File: config.mk
export PLATFORM = sky130hd
export DESIGN_NAME = lenet_layer_seq
export DESIGN_NICKNAME = d
export VERILOG_FILES = /design/src/rtl/lenet_layer_seq.sv
export SDC_FILE = /design/constraint.sdc
export NUM_CORES = 1
export LEC_CHECK = 0
export BUFFER_PORTS_ARGS = -buffer_cell sky130_fd_sc_hd__buf_2
export CAP_MARGIN = 5
export CORE_ASPECT_RATIO = 1.4
export CORE_MARGIN = 2
export CORE_UTILIZATION = 52
export CTS_CLUSTER_SIZE = 10
export DETAILED_ROUTE_END_ITERATION = 8
export HOLD_SLACK_MARGIN = 0.15
export PLACE_DENSITY = 0.88
export SYNTH_ARGS = -nofsm -noshare
export SYNTH_HDL_FRONTEND = slang
export SYNTH_SLANG_ARGS = --single-unit
export TNS_END_PERCENT = 50
File: constraint.sdc
create_clock -name clk -period 2 [get_ports clk]
set_input_delay 0.4 -clock clk [delete_from_list [all_inputs] [get_ports clk]]
set_output_delay 0.4 -clock clk [all_outputs]
set_load 0.02 [all_outputs]
File: src/rtl/lenet_layer_seq.sv
// Layer sequencer for the LeNet accelerator: enables each engine in index order until it finishes,
// guards every stage with a watchdog, and reports done, error and the busy-cycle total.
module lenet_layer_seq #(
  parameter int NUM_STAGES = 5,
  parameter int IDX_W      = 3,
  parameter int TIMEOUT    = 1048576,
  parameter int TO_W       = 20,
  parameter int CNT_W      = 24
) (
  input  logic                  clk,
  input  logic                  rst,
  input  logic                  start,
  input  logic                  abort,
  input  logic [NUM_STAGES-1:0] stage_finish,
  output logic [NUM_STAGES-1:0] stage_en,
  output logic [IDX_W-1:0]      stage_idx,
  output logic                  busy,
  output logic                  done,
  output logic                  error,
  output logic [IDX_W-1:0]      err_stage,
  output logic [CNT_W-1:0]      total_cycles
);

  typedef enum logic [2:0] {
    S_IDLE,
    S_RUN,
    S_GAP,
    S_DONE,
    S_ERR
  } state_t;

  localparam logic [IDX_W-1:0] LAST_IDX = IDX_W'(NUM_STAGES - 1);
  localparam logic [TO_W-1:0]  WD_LIMIT = TO_W'(TIMEOUT - 1);

  state_t                  state_q, state_d;
  logic [IDX_W-1:0]        idx_q, idx_d;
  logic [TO_W-1:0]         wdog_q, wdog_d;
  logic [NUM_STAGES-1:0]   en_q, en_d;
  logic                    busy_q, busy_d;
  logic                    done_q, done_d;
  logic                    error_q, error_d;
  logic [IDX_W-1:0]        errStage_q, errStage_d;
  logic [CNT_W-1:0]        total_q, total_d;
  logic                    curFinish;

  assign curFinish = stage_finish[idx_q];

  always_ff @(posedge clk or negedge rst) begin
    if (!rst) begin
      state_q    <= S_IDLE;
      idx_q      <= '0;
      wdog_q     <= '0;
      en_q       <= '0;
      busy_q     <= 1'b0;
      done_q     <= 1'b0;
      error_q    <= 1'b0;
      errStage_q <= '0;
      total_q    <= '0;
    end else begin
      state_q    <= state_d;
      idx_q      <= idx_d;
      wdog_q     <= wdog_d;
      en_q       <= en_d;
      busy_q     <= busy_d;
      done_q     <= done_d;
      error_q    <= error_d;
      errStage_q <= errStage_d;
      total_q    <= total_d;
    end
  end

  // Abort beats finish, and finish beats the watchdog, within a single RUN cycle.
  always_comb begin
    state_d    = state_q;
    idx_d      = idx_q;
    wdog_d     = wdog_q;
    error_d    = error_q;
    errStage_d = errStage_q;
    total_d    = total_q;
    if (busy_q && (total_q != '1)) begin
      total_d = total_q + 1'b1;
    end

    case (state_q)
      S_IDLE, S_ERR: begin
        if (start) begin
          state_d = S_RUN;
          idx_d   = '0;
          wdog_d  = '0;
          error_d = 1'b0;
          total_d = '0;
        end
      end
      S_RUN: begin
        if (abort) begin
          state_d = S_IDLE;
        end else if (curFinish) begin
          state_d = (idx_q == LAST_IDX) ? S_DONE : S_GAP;
        end else if (wdog_q == WD_LIMIT) begin
          state_d    = S_ERR;
          error_d    = 1'b1;
          errStage_d = idx_q;
        end else begin
          wdog_d = wdog_q + 1'b1;
        end
      end
      S_GAP: begin
        if (abort) begin
          state_d = S_IDLE;
        end else begin
          state_d = S_RUN;
          idx_d   = idx_q + 1'b1;
          wdog_d  = '0;
        end
      end
      S_DONE: begin
        state_d = S_IDLE;
      end
      default: begin
        state_d = S_IDLE;
      end
    endcase

    // Outputs are registered, so they are derived from the state being entered.
    en_d   = '0;
    if (state_d == S_RUN) begin
      en_d = NUM_STAGES'(1) << idx_d;
    end
    busy_d = (state_d == S_RUN) || (state_d == S_GAP);
    done_d = (state_d == S_DONE);
  end

  assign stage_en     = en_q;
  assign stage_idx    = idx_q;
  assign busy         = busy_q;
  assign done         = done_q;
  assign error        = error_q;
  assign err_stage    = errStage_q;
  assign total_cycles = total_q;

endmodule

==> results.md, run 1 <==
- DRC viols: 0
- GRT Total Usage: 26.9%
- H-tree Lvls: 3
- Final min period: about 2.3 ns
- Post-synthesis simple-gate area fraction: 24.5%
- N_diodes: 0
- Total Power: roughly 3700 uW
- Synthesized net count: 342
- Mapped Area: 3240 um^2
- Vias per cell: 6.46
- Worst Setup End Kind: register
- Xor/xnor cell area share of the yosys netlist: 6.21%
- Top-area cell type share of the netlist area: 47.0%
- CP startpoint kind: register
- # setup viols final: 31
- R2R Path End: wdog_q[18]
- WL final: 10700 um
- Req. time, crit path: 2.21 ns
- Avg Cell Area, Syn: 9.86 um^2
- Filler cells: 384
- Clk_lat worst skew: 0.35 ns
- Die area: approximately 7000 um^2
- Avg WL per Cell: 20.5 um
- CTS sink count: 61
- CP delay by family, top: compound AO/OA/AOI/OAI gates
- RSZ-0062 raised after global routing: yes
- Failing checks: setup timing
- Initial antenna violation count: 0
- Via count: 3381
- Largest cells by area after synthesis: dfrtp_1 (47%), xnor2_1 (5.7%), nor2_1 (3.8%)
- Most common cell on crit path: buf_4
- Hpwl dp: 5560 um
- Flop-to-flop setup slack: -0.29 ns
- Largest family of logic cells by synthesized area: simple AND/OR/NAND/NOR gates
- Largest area contributor in the netlist: dfrtp_1
- Most common cell after layout, fill and taps aside: buf_4
- Wire length of the first global-routing pass: 14600 um
- Fmax: 437 MHz
- Buffers & Inverters on Critical Path: 4
- Hold path startpoint: start
- Seq/Total Area, Yosys: 47.0%
- Starting Density: 53.0%
- Antenna viol nets, final: 0
- Routability congestion estimate: 0.811
- Yosys warning count: 0
- Vias in the first global route: 3167
- Port Buf Inserts: 46
- Worst Hold Path EP: state_q[2]
- Num rows: 34
- Post-synthesis cell count: around 330
- Synth Flop Type: dfrtp_1
- Largest net degree at the start of global routing: 33
- R2R Path Start: state_q[2]
- Status: finished with violations
- 1st-iter DRT viols: 224
- Slowest-stage cell, CP: o31ai_1
- Worst Hold Class: input pin to register
- Hold violation total from the final report: 0
- Crit-path max FO: 14
- Crit-path cells: buf_4 > buf_4 > nor4b_4 > or2_2 > a21oi_2 > buf_6 > buf_4 > o31ai_1 > a21oi_1
- Placeable Area: between 6000 and 7000 um^2
- IO Count: 47
- Max Slew Vio Count: 0
- Commonest non-fill, non-tap cells in the layout: buf_4 (62), dfrtp_1 (60), buf_2 (47), nor2_1 (30), xnor2_1 (21)
- Worst path max stage delay: 0.41 ns
- PnR worst setup slack: -0.289 ns
- Adder-cell share of the synthesized area: 1.54%
- Fin util: between 70% and 80%
- Clock transition at path regs: 0.07 ns
- CTS max path bufs: 2
- CTS root buffer: clkbuf_8
- Hold depth: 2
- Die H: 97.5 um
- Placed cell area: 3880 um^2
- Share of cells above drive strength 1: 39.2%
- Compound-cell area share of the yosys netlist: 14.5%
- Nets: around 460
- Reg2reg path depth: 9
- Die width: 70.8 um
- Rel. slew slack: 60.4%
- Power per Cell Area: between 800 and 900 nW/um^2
- Fin area: 4520 um^2
- Pleak: between 0.002 and 0.0025 uW
- Number of synthesized flops with an enable pin: 0
- Maximum vdd ir drop: 813 uV
- First-pass detailed-route iteration total: 5
- Max-cap violation count: 0
- Worst Path Class, Setup: register to register
- CTS Buf Count: 9
- Grt ovf: 0
- CTS tree: built
- Final clock period utilization by the worst path: 114%
- Worst Path Arrival: 2.50 ns
- Worst Tran Pin Value: 0.579 ns
- Area growth from synthesis to layout: 39.3%
- Post-synthesis register bit count: 61
- Async SR Flop Fraction: 100%
- Post-synthesis cell type count: 47
- Mux cell area share after synthesis: roughly 2.4%
- Clock Skew: ~0.0089 ns
## worst max path at each step
stage                 startpoint    endpoint  slack (ns)  cells past startpoint
floorplan           stage_idx[1]  wdog_q[15]       -0.04                      6
global placement           abort   wdog_q[6]       -0.15                      6
detailed placement         abort   wdog_q[6]       -0.18                      6
CTS                 stage_idx[1]  wdog_q[19]       -0.06                      6
global route          state_q[2]  wdog_q[18]       -0.31                      9
finish                state_q[2]  wdog_q[18]       -0.29                      9
## sequential cells by signal, summed over array words and instances (netlist names)
name,count
total_cycles,24
wdog_q,20
stage_en,5
err_stage,3
stage_idx,3
state_q,3
busy,1
done,1
error,1
## cells in the mapped netlist, types with 2 or more instances
| library cell | n |
|---|---|
| dfrtp_1 | 61 |
| nor2_1 | 33 |
| xnor2_1 | 21 |
| a21oi_1 | 20 |
| nand2_1 | 19 |
| nand4_1 | 16 |
| or4_1 | 15 |
| nand3_1 | 14 |
| inv_1 | 13 |
| o31ai_1 | 12 |
| o21ai_0 | 10 |
| nor4_1 | 9 |
| and4_1 | 8 |
| clkbuf_1 | 8 |
| nor3_1 | 8 |
| a211oi_1 | 7 |
| mux2_2 | 6 |
| or3_1 | 6 |
| buf_2 | 4 |
| ha_1 | 4 |
| and3_1 | 3 |
| a21boi_0 | 2 |
| buf_1 | 2 |
| nor4b_1 | 2 |
| o311ai_0 | 2 |
| o41ai_1 | 2 |
| xor2_1 | 2 |
## worst register-to-register path: cells and delay by family, from the launching register on
| kind | cells | cell delay (ns) |
|---|---|---|
| DFF | 1 | 0.39 |
| and+or+nand+nor | 2 | 0.58 |
| AOI/OAI and AO/OA | 3 | 0.61 |
| buffers and inverters | 4 | 0.58 |
## layout make-up
| type | count | area, um^2 | area share (%) |
|---|---|---|---|
| Clock buffer | 11 | 141 | 3.13 |
| Multi-Input combinational cell | 241 | 1800 | 39.7 |
| Timing Repair Buffer | 120 | 832 | 18.4 |
| Tap cell | 72 | 90.1 | 1.99 |
| Inverter | 13 | 48.8 | 1.08 |
| Clock inverter | 5 | 83.8 | 1.85 |
| Sequential cell | 61 | 1530 | 33.8 |
## power breakdown
part           internal (uW)  switching [uW]  total [uW]
sequential              1310            85.6        1400
clock                    738             507        1240
combinational            425             591        1020
total                   2470            1180        3660
## per-stage QoR
stage	TNS, ns	hold WS, ns	std cells	worst slack, ns
floorplan	-0.193	0.104	329	-0.0418
global placement	-1.59	0.368	478	-0.150
detailed placement	-2.35	0.371	478	-0.177
CTS	-0.231	0.281	510	-0.0585
global route	-6.72	0.313	523	-0.310
finish	-4.66	0.311	523	-0.289
## layer usage
layer / share of wire, % / track usage, % / wire length, um
met4: 5.8 / 12.9 / 624
met3: 6.8 / 4.67 / 734
met5: 0 / 0 / 0
met2: 52 / 48.7 / 5590
met1: 35 / 29.6 / 3770
## kinds of logic (layout without fill, tap and decap cells)
kind of cell | after synthesis | in the layout
XOR/XNOR | 23 | 23
multiplexers | 7 | 7
flip-flops | 61 | 61
buffers and inverters | 29 | 149
AO/OA/AOI/OAI | 65 | 67
adder cells (fa/ha/maj) | 4 | 4
AND/OR/NAND/NOR | 140 | 140
## repair_timing
action,CTS,global route
buffers inserted,13,14
hold buffers,1,0
cloned,3,0
pin swaps,20,22
endpoints found under the hold margin,18,0
setup endpoints to repair,27,34
gates resized for setup,18,28
(Power assumes the default switching activity.)
==> run 2: changes to the inputs <==
- CORE_MARGIN: 2 -> default
- TNS_END_PERCENT: 50 -> 20
==> run 2 against run 1 <==
Compared with the run above:
- the run still ends with setup timing left
- clock skew shrank 0.0069 ns
- total power down 12%
- worst hold slack worse by 0.0037 ns
- critical path type unchanged
==> results.md, run 2 (synthesized netlist as in run 1, its figures left out) <==
- Status: finished with violations
- Failing checks: setup timing
- Worst Hold Class: input pin to register
- Reg2reg path depth: 5 (-4)
- Hold violation total from the final report: 0 (unchanged)
- Worst path max stage delay: 0.55 ns (+0.14 ns)
- PnR worst setup slack: -0.193 ns (+0.0966 ns)
- Starting Density: 54.6% (+1.6 points)
- Wire length of the first global-routing pass: 13800 um (-5.8%)
- Routability congestion estimate: 0.848 (+4.6%)
- R2R Path Start: state_q[2]
- RSZ-0062 raised after global routing: yes
- Die area: 6560 um^2 (-4.8%)
- CP startpoint kind: register
- WHS: 0.308 ns (-0.00368 ns)
- Sequential cell area: 1530 um^2 (+0.16%)
- Worst Path Arrival: 2.45 ns (-0.05 ns)
- Number of flip-flops in the largest register: 24 (unchanged)
- Die H: 95.5 um (-2.1%)
- N_diodes: 0 (unchanged)
- CP Capture Point: wdog_q[10]
- WL final: 8930 um (-17%)
- Grt ovf: 0 (unchanged)
- Vias in the first global route: 3060 (-3.4%)
- CP delay by family, top: simple AND/OR/NAND/NOR gates
- Worst Tran Pin Value: 0.646 ns (+0.0667 ns)
- Crit-path max FO: 6 (-8)
- Initial antenna violation count: 0 (unchanged)
- Maximum vdd ir drop: 666 uV (-18%)
- DRC viols: 0 (unchanged)
- Port Buf Inserts: 46 (unchanged)
- CTS Buf Count: 9 (unchanged)
- Power per Cell Area: 752 nW/um^2 (-7.0%)
- Place WS: -0.258 ns (-0.0811 ns)
- Total Power: 3200 uW (-12%)
- Final clock period utilization by the worst path: 110% (-4.8 points)
- Hpwl dp: 5600 um (+0.72%)
- H-tree Lvls: 3 (unchanged)
- R2R Path End: wdog_q[10]
- CTS root buffer: clkbuf_8
- Buffers & Inverters on Critical Path: 0 (-4)
- # setup viols final: 30 (-3.2%)
- Pleak: 0.00193 uW (-6.7%)
- Placeable Area: 5950 um^2 (-2.9%)
- Clock Skew: 0.00194 ns (-0.00691 ns)
- Largest net degree at the start of global routing: 62 (+88%)
- First-pass detailed-route iteration total: 5 (unchanged)
- Area growth from synthesis to layout: 31.2%
- Max Slew Vio Count: 0 (unchanged)
- Worst Setup SP: state_q[2]
- Multi-input gate area: 1740 um^2 (-3.2%)
- Fin area: 4260 um^2 (-5.8%)
- Fmax: 456 MHz (+4.4%)
- Avg WL per Cell: 17.7 um (-13%)
- Final min period: 2.19 ns (-0.0966 ns)
- Clock transition at path regs: 0.06 ns (about the same)
- Placed cell area: 3900 um^2 (+0.52%)
- Max-cap violation count: 0 (unchanged)
- CTS sink count: 61 (unchanged)
- Filler cells: 417 (+8.6%)
- Worst path depth: 5 (-4)
- CTS tree: built
- Clk_lat worst skew: 0.33 ns (-0.02 ns)
- Worst Path Class, Setup: register to register
- CTS max path bufs: 2 (unchanged)
- GRT Total Usage: 28.1% (+1.2 points)
- Commonest non-fill, non-tap cells in the layout: dfrtp_1 (58), buf_4 (53), buf_2 (46), nor2_1 (32), xnor2_1 (21)
- Worst Setup End Kind: register
- Vias per cell: 6.24 (-3.5%)
- Req. time, crit path: 2.26 ns (+0.05 ns)
- Slowest-stage cell, CP: or4b_4
- Most common cell after layout, fill and taps aside: dfrtp_1
- Crit-path cells: or4b_4 > a221oi_4 > o211ai_4 > or4_1 > a21oi_1
- Num rows: 33 (-2.9%)
- Via count: 3138 (-7.2%)
- Share of cells above drive strength 1: 35.1% (-4.1 points)
- IO Count: 47 (unchanged)
- 1st-iter DRT viols: 312 (+39%)
- Flop-to-flop setup slack: -0.19 ns (+0.10 ns)
- Rel. slew slack: 56.5% (-3.8 points)
- Antenna viol nets, final: 0 (unchanged)
- Die width: 68.8 um (-2.8%)
- Nets: 442 (-3.7%)
run 2: worst min-delay path by stage:
stage | start | to | slack [ns] | cells after the start
4_1_cts | start | state_q[2] | 0.29 | 2
3_3_place_gp | rst | total_cycles[15] | 0.43 | 2
3_5_place_dp | rst | total_cycles[17] | 0.43 | 2
6_report | start | state_q[2] | 0.31 | 2
5_1_grt | start | state_q[2] | 0.30 | 2
2_1_floorplan | rst | busy | 0.10 | 0
run 2: layer usage:
| metal | global-route usage (%) | part of all wire, % | vias up | routed length, um |
|---|---|---|---|---|
| met5 | 0 | 0 | - | 0 |
| met4 | 10.7 | 3.5 | 0 | 314 |
| met3 | 5.86 | 5.4 | 28 | 484 |
| met2 | 50.7 | 53 | 141 | 4770 |
| met1 | 31.4 | 38 | 1524 | 3360 |
| li1 | - | - | 1445 | - |
run 2: cell type report:
| class | count | share of cell area (%) |
|---|---|---|
| Clock buffer | 13 | 3.50 |
| Timing Repair Buffer | 104 | 16.3 |
| Inverter | 13 | 1.15 |
| Multi-Input combinational cell | 240 | 40.9 |
| Tap cell | 70 | 2.06 |
| Sequential cell | 61 | 35.9 |
| Clock inverter | 2 | 0.235 |
run 2: metrics by stage:
step / std cells / utilization, % / setup TNS, ns
global placement: 479 / 65.6 / -1.72
global route: 503 / 71.6 / -4.14
CTS: 498 / 69.5 / -0.657
floorplan: 329 / - / -0.181
detailed placement: 479 / 65.6 / -3.55
finish: 503 / 71.6 / -2.27
run 2: power by group:
part           internal, uW  switching (uW)  total [uW]
registers              1310            75.0        1390
logic                   367             518         885
clock network           474             456         930
run 2: what timing repair did:
action	4_1_cts	5_1_grt
pin swaps	13	4
gates resized for setup	12	20
hold buffers	1	0
cloned	1	1
setup buffers	2	4
hold endpoints to repair	61	0
endpoints found under the setup margin	23	34
